--- config.mk ---
export PLATFORM = sky130hd
export DESIGN_NAME = mux_arb_nto1
export DESIGN_NICKNAME = d
export VERILOG_FILES = /design/src/rtl/mux_arb_pkg.sv /design/src/rtl/mux_arb_nto1_rr_arbiter.sv /design/src/rtl/mux_arb_nto1.sv
export SDC_FILE = /design/constraint.sdc
export NUM_CORES = 1
export LEC_CHECK = 0
export ABC_AREA = 1
export CAP_MARGIN = 20
export CORE_UTILIZATION = 32
export DETAILED_ROUTE_END_ITERATION = 8
export GPL_TIMING_DRIVEN = 0
export PLACE_DENSITY = 0.82
export SYNTH_ARGS = -nofsm -noshare
export SYNTH_HDL_FRONTEND = slang
export SYNTH_HIERARCHICAL = 1
export SYNTH_SLANG_ARGS = --single-unit
--- constraint.sdc ---
create_clock -name clk_i -period 1.3 [get_ports clk_i]
set_clock_uncertainty 0.1 [all_clocks]
set_input_delay 0.26 -clock clk_i [delete_from_list [all_inputs] [get_ports clk_i]]
set_output_delay 0.26 -clock clk_i [all_outputs]
set_load 0.05 [all_outputs]
--- src/rtl/mux_arb_pkg.sv ---
// Shared constants and helpers for the registered N-to-1 selector.
package mux_arb_pkg;

  localparam int MODE_SEL = 0;  // steered by select_i
  localparam int MODE_RR  = 1;  // round-robin arbitration

  // Index width for n channels, never less than one bit.
  function automatic int clog2(input int n);
    int r;
    r = 1;
    for (int i = 1; i < 31; i++) begin
      if ((1 << i) < n) r = i + 1;
    end
    return r;
  endfunction

endpackage

--- src/rtl/mux_arb_nto1_rr_arbiter.sv ---
// Rotating-priority arbiter: grants the first requester at or after ptr_i,
// wrapping to channel 0 when nothing at or above the pointer is requesting.
module rr_arbiter #(
  parameter int CH   = 4,
  parameter int SELW = 2
) (
  input  logic [CH-1:0]   req_i,
  input  logic [SELW-1:0] ptr_i,
  input  logic            en_i,
  output logic [CH-1:0]   gnt_o,
  output logic [SELW-1:0] gnt_idx_o
);

  logic [CH-1:0] mask;
  logic [CH-1:0] masked;
  logic [CH-1:0] pick;

  always_comb begin
    mask = '0;
    for (int k = 0; k < CH; k++) begin
      mask[k] = (SELW'(k) >= ptr_i);
    end
  end

  // Requests at or above the pointer win; otherwise fall back to the
  // unmasked vector, which yields the wrapped search order.
  assign masked = req_i & mask;
  assign pick   = (|masked) ? masked : req_i;

  // Descending scan leaves the lowest set bit of pick as the winner.
  always_comb begin
    gnt_o     = '0;
    gnt_idx_o = '0;
    for (int k = CH - 1; k >= 0; k--) begin
      if (en_i && pick[k]) begin
        gnt_o     = '0;
        gnt_o[k]  = 1'b1;
        gnt_idx_o = SELW'(k);
      end
    end
  end

endmodule

--- src/rtl/mux_arb_nto1.sv ---
// Registered N-to-1 selector with valid/ready on every channel and on the
// output; channel choice is steered by select_i or round-robin arbitrated.
module mux_arb_nto1
  import mux_arb_pkg::*;
#(
  parameter int  SIZE = 32,
  parameter int  CH   = 4,
  parameter int  MODE = MODE_SEL,
  localparam int SELW = clog2(CH)
) (
  input  logic               clk_i,
  input  logic               rst_i,
  input  logic [CH-1:0]      valid_i,
  input  logic [CH*SIZE-1:0] data_i,
  output logic [CH-1:0]      ready_o,
  input  logic [SELW-1:0]    select_i,
  output logic               valid_o,
  output logic [SIZE-1:0]    data_o,
  output logic [SELW-1:0]    sel_o,
  input  logic               ready_i
);

  logic            free;
  logic            grant_en;
  logic            xfer;
  logic [CH-1:0]   gnt;
  logic [SELW-1:0] gnt_idx;
  logic [SIZE-1:0] gnt_data;

  logic            valid_q, valid_d;
  logic [SIZE-1:0] data_q,  data_d;
  logic [SELW-1:0] sel_q,   sel_d;
  logic [SELW-1:0] ptr_q,   ptr_d;

  // The register can take a word when empty or when it drains this cycle.
  // Holding reset low also blocks grants so no source loses a word to it.
  assign free     = !valid_q || ready_i;
  assign grant_en = free && rst_i;

  if (MODE == MODE_RR) begin : g_rr
    logic unused_select;
    assign unused_select = ^select_i;

    rr_arbiter #(
      .CH   (CH),
      .SELW (SELW)
    ) u_arb (
      .req_i     (valid_i),
      .ptr_i     (ptr_q),
      .en_i      (grant_en),
      .gnt_o     (gnt),
      .gnt_idx_o (gnt_idx)
    );
  end else begin : g_sel
    // Out-of-range select values match no channel and so grant nothing.
    always_comb begin
      gnt = '0;
      for (int k = 0; k < CH; k++) begin
        if (grant_en && (select_i == SELW'(k)) && valid_i[k]) gnt[k] = 1'b1;
      end
    end
    assign gnt_idx = select_i;
  end

  assign xfer = |gnt;

  always_comb begin
    gnt_data = '0;
    for (int k = 0; k < CH; k++) begin
      if (gnt[k]) gnt_data = data_i[k*SIZE +: SIZE];
    end
  end

  // NOTE: every signal gets a default at the top of the block so no path
  // leaves one unassigned, which would otherwise infer a latch.
  always_comb begin
    valid_d = valid_q;
    data_d  = data_q;
    sel_d   = sel_q;
    ptr_d   = ptr_q;
    if (xfer) begin
      valid_d = 1'b1;
      data_d  = gnt_data;
      sel_d   = gnt_idx;
      ptr_d   = (gnt_idx == SELW'(CH - 1)) ? '0 : gnt_idx + SELW'(1);
    end else if (valid_q && ready_i) begin
      valid_d = 1'b0;
    end
  end

  // NOTE: the data register is reset along with valid because data_o is
  // visible at the port and must read zero during reset, not stale contents.
  // NOTE: non-blocking assignments keep every flop sampling pre-edge values.
  always_ff @(posedge clk_i or negedge rst_i) begin
    if (!rst_i) begin
      valid_q <= 1'b0;
      data_q  <= '0;
      sel_q   <= '0;
      ptr_q   <= '0;
    end else begin
      valid_q <= valid_d;
      data_q  <= data_d;
      sel_q   <= sel_d;
      ptr_q   <= ptr_d;
    end
  end

  assign ready_o = gnt;
  assign valid_o = valid_q;
  assign data_o  = data_q;
  assign sel_o   = sel_q;

endmodule

**Yosys cells after proc, flatten, opt, wreduce, memory -nomap -nowiden**

Cells that the tools add are included.

- Register bits: 35
- Output and inout port bits: 39
- Input bits: 137

- Reduce and logical (&&, ||, !) cells: 15
- Eq/ne operators: 3
- Muxes and demuxes: 10

Operators by type and width:

| cell | count |
|---|---|
| 32-bit 2-to-1 mux | 4 |
| 1-bit logical AND | 10 |
| 1-bit 2-to-1 mux | 6 |
| 2-bit == test (second input constant) | 2 |
| 4-bit OR reduction | 1 |
| 2-bit by 1-bit == test with 1-bit output (second input constant) | 1 |
| 2-bit zero test | 1 |
| 2-bit nonzero test | 1 |
| 1-bit zero test | 1 |
| 1-bit logical OR | 1 |

**Depth between registers and ports, before layout**

Gate-level depths: netlist of the first run.

- Word-level depth: 10
- Gate-level depth with buffers: 9

**Least setup slack after synthesis of the first run**

No wires, ideal clock.

- Path type: flip-flop to flip-flop
- Start point: register valid_q (netlist: valid_o)
- End point: register data_q[0] (netlist: data_o[0])
- Library setup time: 0.125 ns
- Arrival time: 1.618 ns
- Data required time: 1.075 ns
- Path slack: -0.544 ns
- Stages on the path, launching flop included: 8
- Path through: dfrtp_1 > nand2_4 > nand2_8 > nor2_4 > nor2_8 > buf_4 > nand3_2 > nand3_1

- Elaborated cells between the ends (all ways): 20
- Those cells by class: mux: 8; reduce/logical: 12

RTL lines:

| item | RTL line | RTL |
|---|---|---|
| start, declared | mux_arb_nto1.sv:30 | `logic valid_q, valid_d;` |
| start signal, assigned | mux_arb_nto1.sv:101 | `valid_q <= valid_d;` |
| 1-bit zero test (*) | mux_arb_nto1.sv:37 | `assign free = !valid_q \|\| ready_i;` |
| 1-bit logical OR (*) | mux_arb_nto1.sv:37 |  |
| 1-bit logical AND (*) | mux_arb_nto1.sv:38 | `assign grant_en = free && rst_i;` |
| 1-bit logical AND (*) (2 in series) | mux_arb_nto1.sv:59 | `if (grant_en && (select_i == SELW'(k)) && valid_i[k]) gnt[k] = 1'b1;` |
| 1-bit 2-to-1 mux (*) | mux_arb_nto1.sv:59 |  |
| named net ready_o[2] | mux_arb_nto1.sv:15 | `output logic [CH-1:0] ready_o,` |
| 32-bit 2-to-1 mux (2 in series) | mux_arb_nto1.sv:70 | `if (gnt[k]) gnt_data = data_i[k*SIZE +: SIZE];` |
| end signal, assigned | mux_arb_nto1.sv:102 | `data_q <= data_d;` |
| end, declared | mux_arb_nto1.sv:31 | `logic [SIZE-1:0] data_q, data_d;` |

Mark *: on every way through the listed nets, which the timed path passes. The rest lies on a longest branch.
A chain may end at the register's enable or synchronous reset.

**Worst setup path in the final report of the first run**

- Start point: register valid_q (netlist: valid_o)
- End point: output ready_o[1]

- Word-level cells in the longest chain between the ends: 6

Ends and longest elaborated chain:

| item | RTL line |
|---|---|
| 1-bit zero test | mux_arb_nto1.sv:37 |
| 1-bit logical OR | mux_arb_nto1.sv:37 |
| 1-bit logical AND | mux_arb_nto1.sv:38 |
| 1-bit logical AND (2 in series) | mux_arb_nto1.sv:59 |
| 1-bit 2-to-1 mux | mux_arb_nto1.sv:59 |
| end, declared | mux_arb_nto1.sv:15 |

No other way between the ends.

==> results of run 1 <==
-- final cells by class --
cell class                 instances  area share, %
clock buffer                       6           1.54
inverter                           3          0.210
tap                              102           2.38
multi-input combinational        274           34.9
clock inverter                     2          0.653
timing repair buffer             202           38.4
sequential                        35           16.4
buffer                            22           5.60
-- layer usage --
| layer | global-route usage (%) | up-vias |
|---|---|---|
| met5 | 0 | - |
| met4 | 6.88 | 0 |
| met2 | 43.1 | 121 |
| li1 | - | 1512 |
| met1 | 25.7 | 1486 |
| met3 | 4.61 | 16 |
-- logic make-up after synthesis --
logic type             Yosys count  share of synthesized area [%]
AOI/OAI and AO/OA                1                          0.295
DFF                             35                           34.4
and+or+nand+nor                273                           58.2
buffers and inverters           25                           7.08
-- cell usage in the layout (no fill, tap or decap), types with 2 or more instances in the layout --
cell and instances:
nor3b_1 13, dlymetal6s2s_1 3, nand2_1 130, nand3_2 58
clkbuf_4 17, nor3b_2 19, nor2_1 32, nor2_4 3
buf_16 2, clkbuf_16 3, clkbuf_8 6, buf_6 17
nand3_4 13, clkdlybuf4s50_1 130, buf_2 3, inv_2 3
buf_4 29, buf_8 2, nor2_8 2, dfrtp_1 34
buf_12 13, dlygate4sd2_1 4
-- registers in the layout (all words and copies together), names as in the netlist --
name / cells
sel_o: 2
valid_o: 1
data_o: 32
-- worst min-delay path by stage --
stage / start / depth (start not counted) / end
2_1_floorplan: rst_i / 0 / data_o[0]
6_report: rst_i / 2 / data_o[9]
5_1_grt: rst_i / 2 / data_o[9]
3_5_place_dp: rst_i / 1 / data_o[12]
3_3_place_gp: sel_o[1] / 2 / sel_o[1]
4_1_cts: ready_i / 4 / valid_o
-- Yosys cell counts --
master,number,share of area (%)
nor2_4,2,0.88
inv_2,2,0.29
nor2_2,1,0.25
nand2_8,1,0.79
inv_1,1,0.15
buf_4,8,2.4
dfrtp_1,35,34
buf_2,9,1.8
nor3b_1,32,9.4
nor2_8,2,1.6
buf_6,3,1.3
nand2_4,1,0.44
nand3_1,36,7.1
nand3_2,35,14
nor2_1,33,4.9
nand2_1,130,19
a21o_1,1,0.29
buf_8,2,1.2
-- through the flow --
step                      utilization [%]  setup slack (ns)  cell area [um2]  setup TNS [ns]
after detailed placement             58.3             -1.41             4510          -34.91
final                                69.4            -0.370             5360          -10.57
after floorplan                         -            -0.381             2600          -13.20
after global placement               58.0             -2.77             4480         -127.58
after global routing                 69.4            -0.409             5360          -12.33
after CTS                            61.7            -0.392             4770          -15.68
-- what timing repair did --
| item | in CTS | in global routing |
|---|---|---|
| hold buffers | 2 | 0 |
| setup endpoints to repair | 74 | 99 |
| hold endpoints to repair | 16 | 0 |
| resized for setup | 234 | 128 |
| pin swaps | 7 | 27 |
| buffers inserted | 15 | 6 |
| cloned | 2 | 3 |
-- power by group through the flow --
stage | clock network, mW | registers, mW | logic [mW]
floorplan | 0 | 2.45 | 0.552
global placement | 0 | 1.53 | 2.54
detailed placement | 0 | 1.55 | 2.58
CTS | 1.07 | 1.52 | 2.47
global route | 1.10 | 1.61 | 2.96
finish | 1.06 | 1.58 | 2.83
==> flow_metrics.py, run 1 <==
metrics = {
    "route": {
        "vias_per_cell": 4.85,
        "drt_iter0_drc": 109,
        "drt_wl_total_um": 10300,
        "antenna_left": 0,
        "via_count": 3135,
        "met1_length_um": 4130,
        "drt-pass1-iter-count": 6,
        "top_layer": "met4",
        "routed-wl-met2_um": 5490,
        "wl_per_cell_um": 15.9,
        "drc_errors": 0,
        "met3WireLength_um": 482,
    },
    "timing": {
        "worst_pin_slew_ns": 0.923,
        "fin_crit_sh_pct": 128,
        "slew_headroom_pct": 38.4,
        "hold_slack_ns": 0.149,
        "rsz0062_at_grt": "yes",
        "fin_ws_ns": -0.370,
        "finalHoldViolations": 0,
        "slew_viol_final": 0,
        "setup_viol": 40,
        "timing.final.crit_period_ns": 1.67,
        "fmax_ghz": 0.599,
    },
    "power": {
        "p_total_mw": 5.46,
        "power_density_nw_per_um2": 1020,
        "p_leak_nw": 2.52,
        "comb_power_share_pct": 51.7,
        "internal-power_mw": 3.19,
        "netSwitchingPower_mw": 2.27,
        "switching_share_pct": 41.6,
        "ir_drop_v": 0.000535,
        "p_seq_share_pct": 28.9,
        "p_clk_share_pct": 19.3,
    },
    "worst_setup_path": {
        "r2r-start": "valid_o",
        "ff2ff_setup_slack_ns": -0.28,
        "startpoint": "valid_o",
        "crit_fanout": 5,
        "path_depth": 5,
        "endpoint": "ready_o[1]",
        "critPathMostFrequentCell": "buf_12",
        "r2r-end": "data_o[30]",
        "start_kind": "register",
        "reg2reg_depth": 8,
        "arrival_ns": 1.31,
        "critical-path-slowest-cell": "dfrtp_2",
        "crit_path_max_incr_delay_ns": 0.42,
        "end_kind": "primary output",
        "critPathBufInv": 2,
        "cp_cell_sequence": "nand2_4 > nand2_8 > nor2_4 > buf_12 > buf_12",
        "critical-path-top-delay-family": "flip-flops",
        "worstSetupPathType": "register to primary output",
        "crit_required_ns": 0.94,
    },
    "clock_tree": {
        "clockRootBuffer": "clkbuf_8",
        "htreeDepth": 2,
        "cts.sinks": 35,
        "cts_buffers": 5,
        "clk_pin_slew_worst_paths_ns": 0.08,
        "clk_latency_ns": 0.28,
        "cts_tree": "built",
        "clock_path_buffers": 2,
    },
    "cells_and_area": {
        "num_antenna_cells": 0,
        "finalNonFillerCells": 646,
        "drive_gt1_share_pct": 36.0,
        "layout.nets": 680,
        "area_delta_synth_final_pct": 111,
        "multiInputGateArea_um2": 1870,
        "area.sequential_um2": 877,
        "fill_cells": 613,
    },
    "logic_synthesis": {
        "synth_cell_type_count": 18,
        "ys.warnings.count": 6,
        "synth.ff_latch_count": 35,
        "synthesis.area_um2": 2550,
        "ys_seq_area_share_pct": 34.4,
        "synth.avg_cell_area_um2": 7.62,
        "synth_cells": 334,
        "synth_nets": 471,
    },
    "place": {
        "place_congestion": 0.762,
        "io_buffers": 175,
        "placedCellCount": 612,
        "dpl.hpwl_um": 6880,
    },
    "grt": {
        "grt_pass1_wl_um": 15000,
        "grt.overflow.total": 0,
        "track_usage_pct": 22.9,
        "grt_pass1_vias": 3174,
        "grt_max_degree": 20,
        "antenna_found_initial": 0,
    },
    "die": {
        "initial_core_util_pct": 33.0,
        "die_height_um": 91.2,
        "ios": 176,
        "coreArea_um2": 7730,
        "fp-row-count": 32,
        "die_w_um": 91.2,
        "die_area_um2": 8320,
    },
    "hold_path": {
        "hold_path_class": "input port to async pin",
    },
    "run_status": {
        "violations": "negative setup slack",
        "outcome": "finished with violations",
    },
    "run": {
        "drv_cap": 0,
    },
}
No activity file was read; power rests on OpenSTA's default activity.
==> run 2: changes to the inputs <==
SKIP_CTS_REPAIR_TIMING = 1   (was not set)
==> flow_metrics.py, run 2 (synthesis results as in run 1) <==
metrics = {
    "cells_and_area": {
        "largest_reg_flops": 32,
        "final_cell_mix": "132 x clkdlybuf4s50_1, 128 x nand2_1, 38 x nand3_2",
        "drive_gt1_share_pct": 31.2,
        "layout.nets": 688,
        "num_antenna_cells": 0,
        "area_delta_synth_final_pct": 97.7,
        "final_common_cell": "clkdlybuf4s50_1",
        "fill_cells": 660,
    },
    "place": {
        "place_congestion": 0.762,
        "io_buffers": 175,
        "dpl.hpwl_um": 6880,
    },
    "grt": {
        "grt_pass1_vias": 3033,
        "track_usage_pct": 21.3,
        "grt_pass1_wl_um": 14000,
        "antenna_found_initial": 0,
        "grt.overflow.total": 0,
        "grt_max_degree": 21,
    },
    "timing": {
        "fin_ws_ns": -0.446,
        "rsz0062_at_grt": "yes",
        "setup_viol": 59,
        "fmax_ghz": 0.573,
        "fin_crit_sh_pct": 134,
        "worst_pin_slew_ns": 0.976,
        "hold_slack_ns": 0.216,
        "slew_headroom_pct": 34.7,
        "timing.final.crit_period_ns": 1.75,
        "tns_ns": -15.42,
        "finalHoldViolations": 0,
        "slew_viol_final": 0,
    },
    "route": {
        "vias_per_cell": 4.75,
        "drc_errors": 0,
        "drt_iter0_drc": 113,
        "antenna_left": 0,
        "via_count": 3107,
        "drt_wl_total_um": 9580,
        "drt-pass1-iter-count": 4,
        "wl_per_cell_um": 14.7,
    },
    "clock_tree": {
        "clockRootBuffer": "clkbuf_8",
        "clock_path_buffers": 2,
        "htreeDepth": 2,
        "clk_pin_slew_worst_paths_ns": 0.07,
        "clk_latency_ns": 0.28,
        "cts_tree": "built",
        "cts.sinks": 35,
        "cts_buffers": 5,
    },
    "worst_setup_path": {
        "arrival_ns": 1.39,
        "ff2ff_setup_slack_ns": -0.32,
        "critical-path-top-delay-family": "flip-flops",
        "worstSetupPathType": "register to primary output",
        "end_kind": "primary output",
        "critical-path-slowest-cell": "dfrtp_2",
        "critPathBufInv": 2,
        "cp_cell_sequence": "nand2_4 > nand2_8 > nor2_4 > buf_6 > buf_8",
        "start_kind": "register",
        "r2r-start": "valid_o",
        "crit_fanout": 6,
        "reg2reg_depth": 8,
        "r2r-end": "data_o[5]",
        "crit_path_max_incr_delay_ns": 0.43,
        "crit_required_ns": 0.94,
    },
    "power": {
        "p_clk_share_pct": 20.4,
        "comb_power_share_pct": 49.9,
        "p_seq_share_pct": 29.7,
        "power_density_nw_per_um2": 1020,
        "switching_share_pct": 41.5,
        "ir_drop_v": 0.000414,
        "p_leak_nw": 2.37,
        "netSwitchingPower_mw": 2.13,
        "internal-power_mw": 3.01,
    },
    "die": {
        "ios": 176,
        "coreArea_um2": 7730,
        "initial_core_util_pct": 33.0,
        "die_height_um": 91.2,
        "die_w_um": 91.2,
        "die_area_um2": 8320,
        "fp-row-count": 32,
    },
    "run": {
        "drv_cap": 0,
    },
    "hold_path": {
        "min-delay-start": "ready_i",
        "min_path_cells": 4,
        "min_to": "valid_o",
        "hold_path_class": "input port to register",
    },
    "run_status": {
        "violations": "negative setup slack",
        "outcome": "finished with violations",
    },
}
## run 2: changes by cell type in the layout (fill, tap and decap cells not counted), sizes merged
cell and delta:
clkbuf +7, dlygate4sd2 -4, dlymetal6s4s -1, dlymetal6s2s +1, nor2 +1, dlygate4sd3 +2
clkdlybuf4s50 +2
## run 2: per-stage QoR
stage / instances / power [mW] / setup slack, ns / instance area (um2) / util (%)
2_1_floorplan: 334 / 3.00 / -0.381 / 2600 / -
3_3_place_gp: 611 / 4.07 / -2.77 / 4480 / 58.0
3_5_place_dp: 612 / 4.13 / -1.41 / 4510 / 58.3
4_1_cts: 620 / 5.18 / -1.41 / 4620 / 59.8
5_1_grt: 654 / 5.37 / -0.503 / 5030 / 65.1
6_report: 654 / 5.15 / -0.446 / 5030 / 65.1
## run 2: routing by layer
metal  vias up  track usage (%)  share of wire, %
li1       1521                -                 -
met1      1453             24.2                41
met2       119             39.8                53
met3        14             4.19               5.0
met4         0             6.61               1.7
met5         -                0                 0
## run 2: worst max-delay path by stage
stage / slack, ns / to / cells after the start / from
2_1_floorplan: -0.38 / data_o[0] / 7 / valid_o
3_3_place_gp: -2.77 / ready_o[3] / 5 / rst_i
3_5_place_dp: -1.41 / ready_o[3] / 6 / rst_i
4_1_cts: -1.41 / ready_o[3] / 6 / rst_i
5_1_grt: -0.50 / ready_o[3] / 5 / valid_o
6_report: -0.45 / ready_o[3] / 5 / valid_o
## run 2: layout make-up
class	count	area [um2]	area share (%)
sequential	35	877	17.4
multi-input combinational	275	1630	32.4
inverter	3	11.3	0.224
buffer	21	241	4.80
clock buffer	6	82.6	1.64
clock inverter	2	35.0	0.696
tap	102	128	2.54
timing repair buffer	210	2030	40.2
## run 2: power groups by stage
stage          clock [mW]  sequential [mW]  combinational [mW]
5_1_grt              1.11             1.56                2.70
6_report             1.05             1.53                2.57
2_1_floorplan           0             2.45               0.552
3_3_place_gp            0             1.53                2.54
3_5_place_dp            0             1.55                2.58
4_1_cts              1.07             1.52                2.59
## run 2: worst min-delay path, cell delays in order
cell and delay, ns:
dlymetal6s2s_1 0.10, inv_2 0.05, nand2_4 0.08, nand3_1 0.08
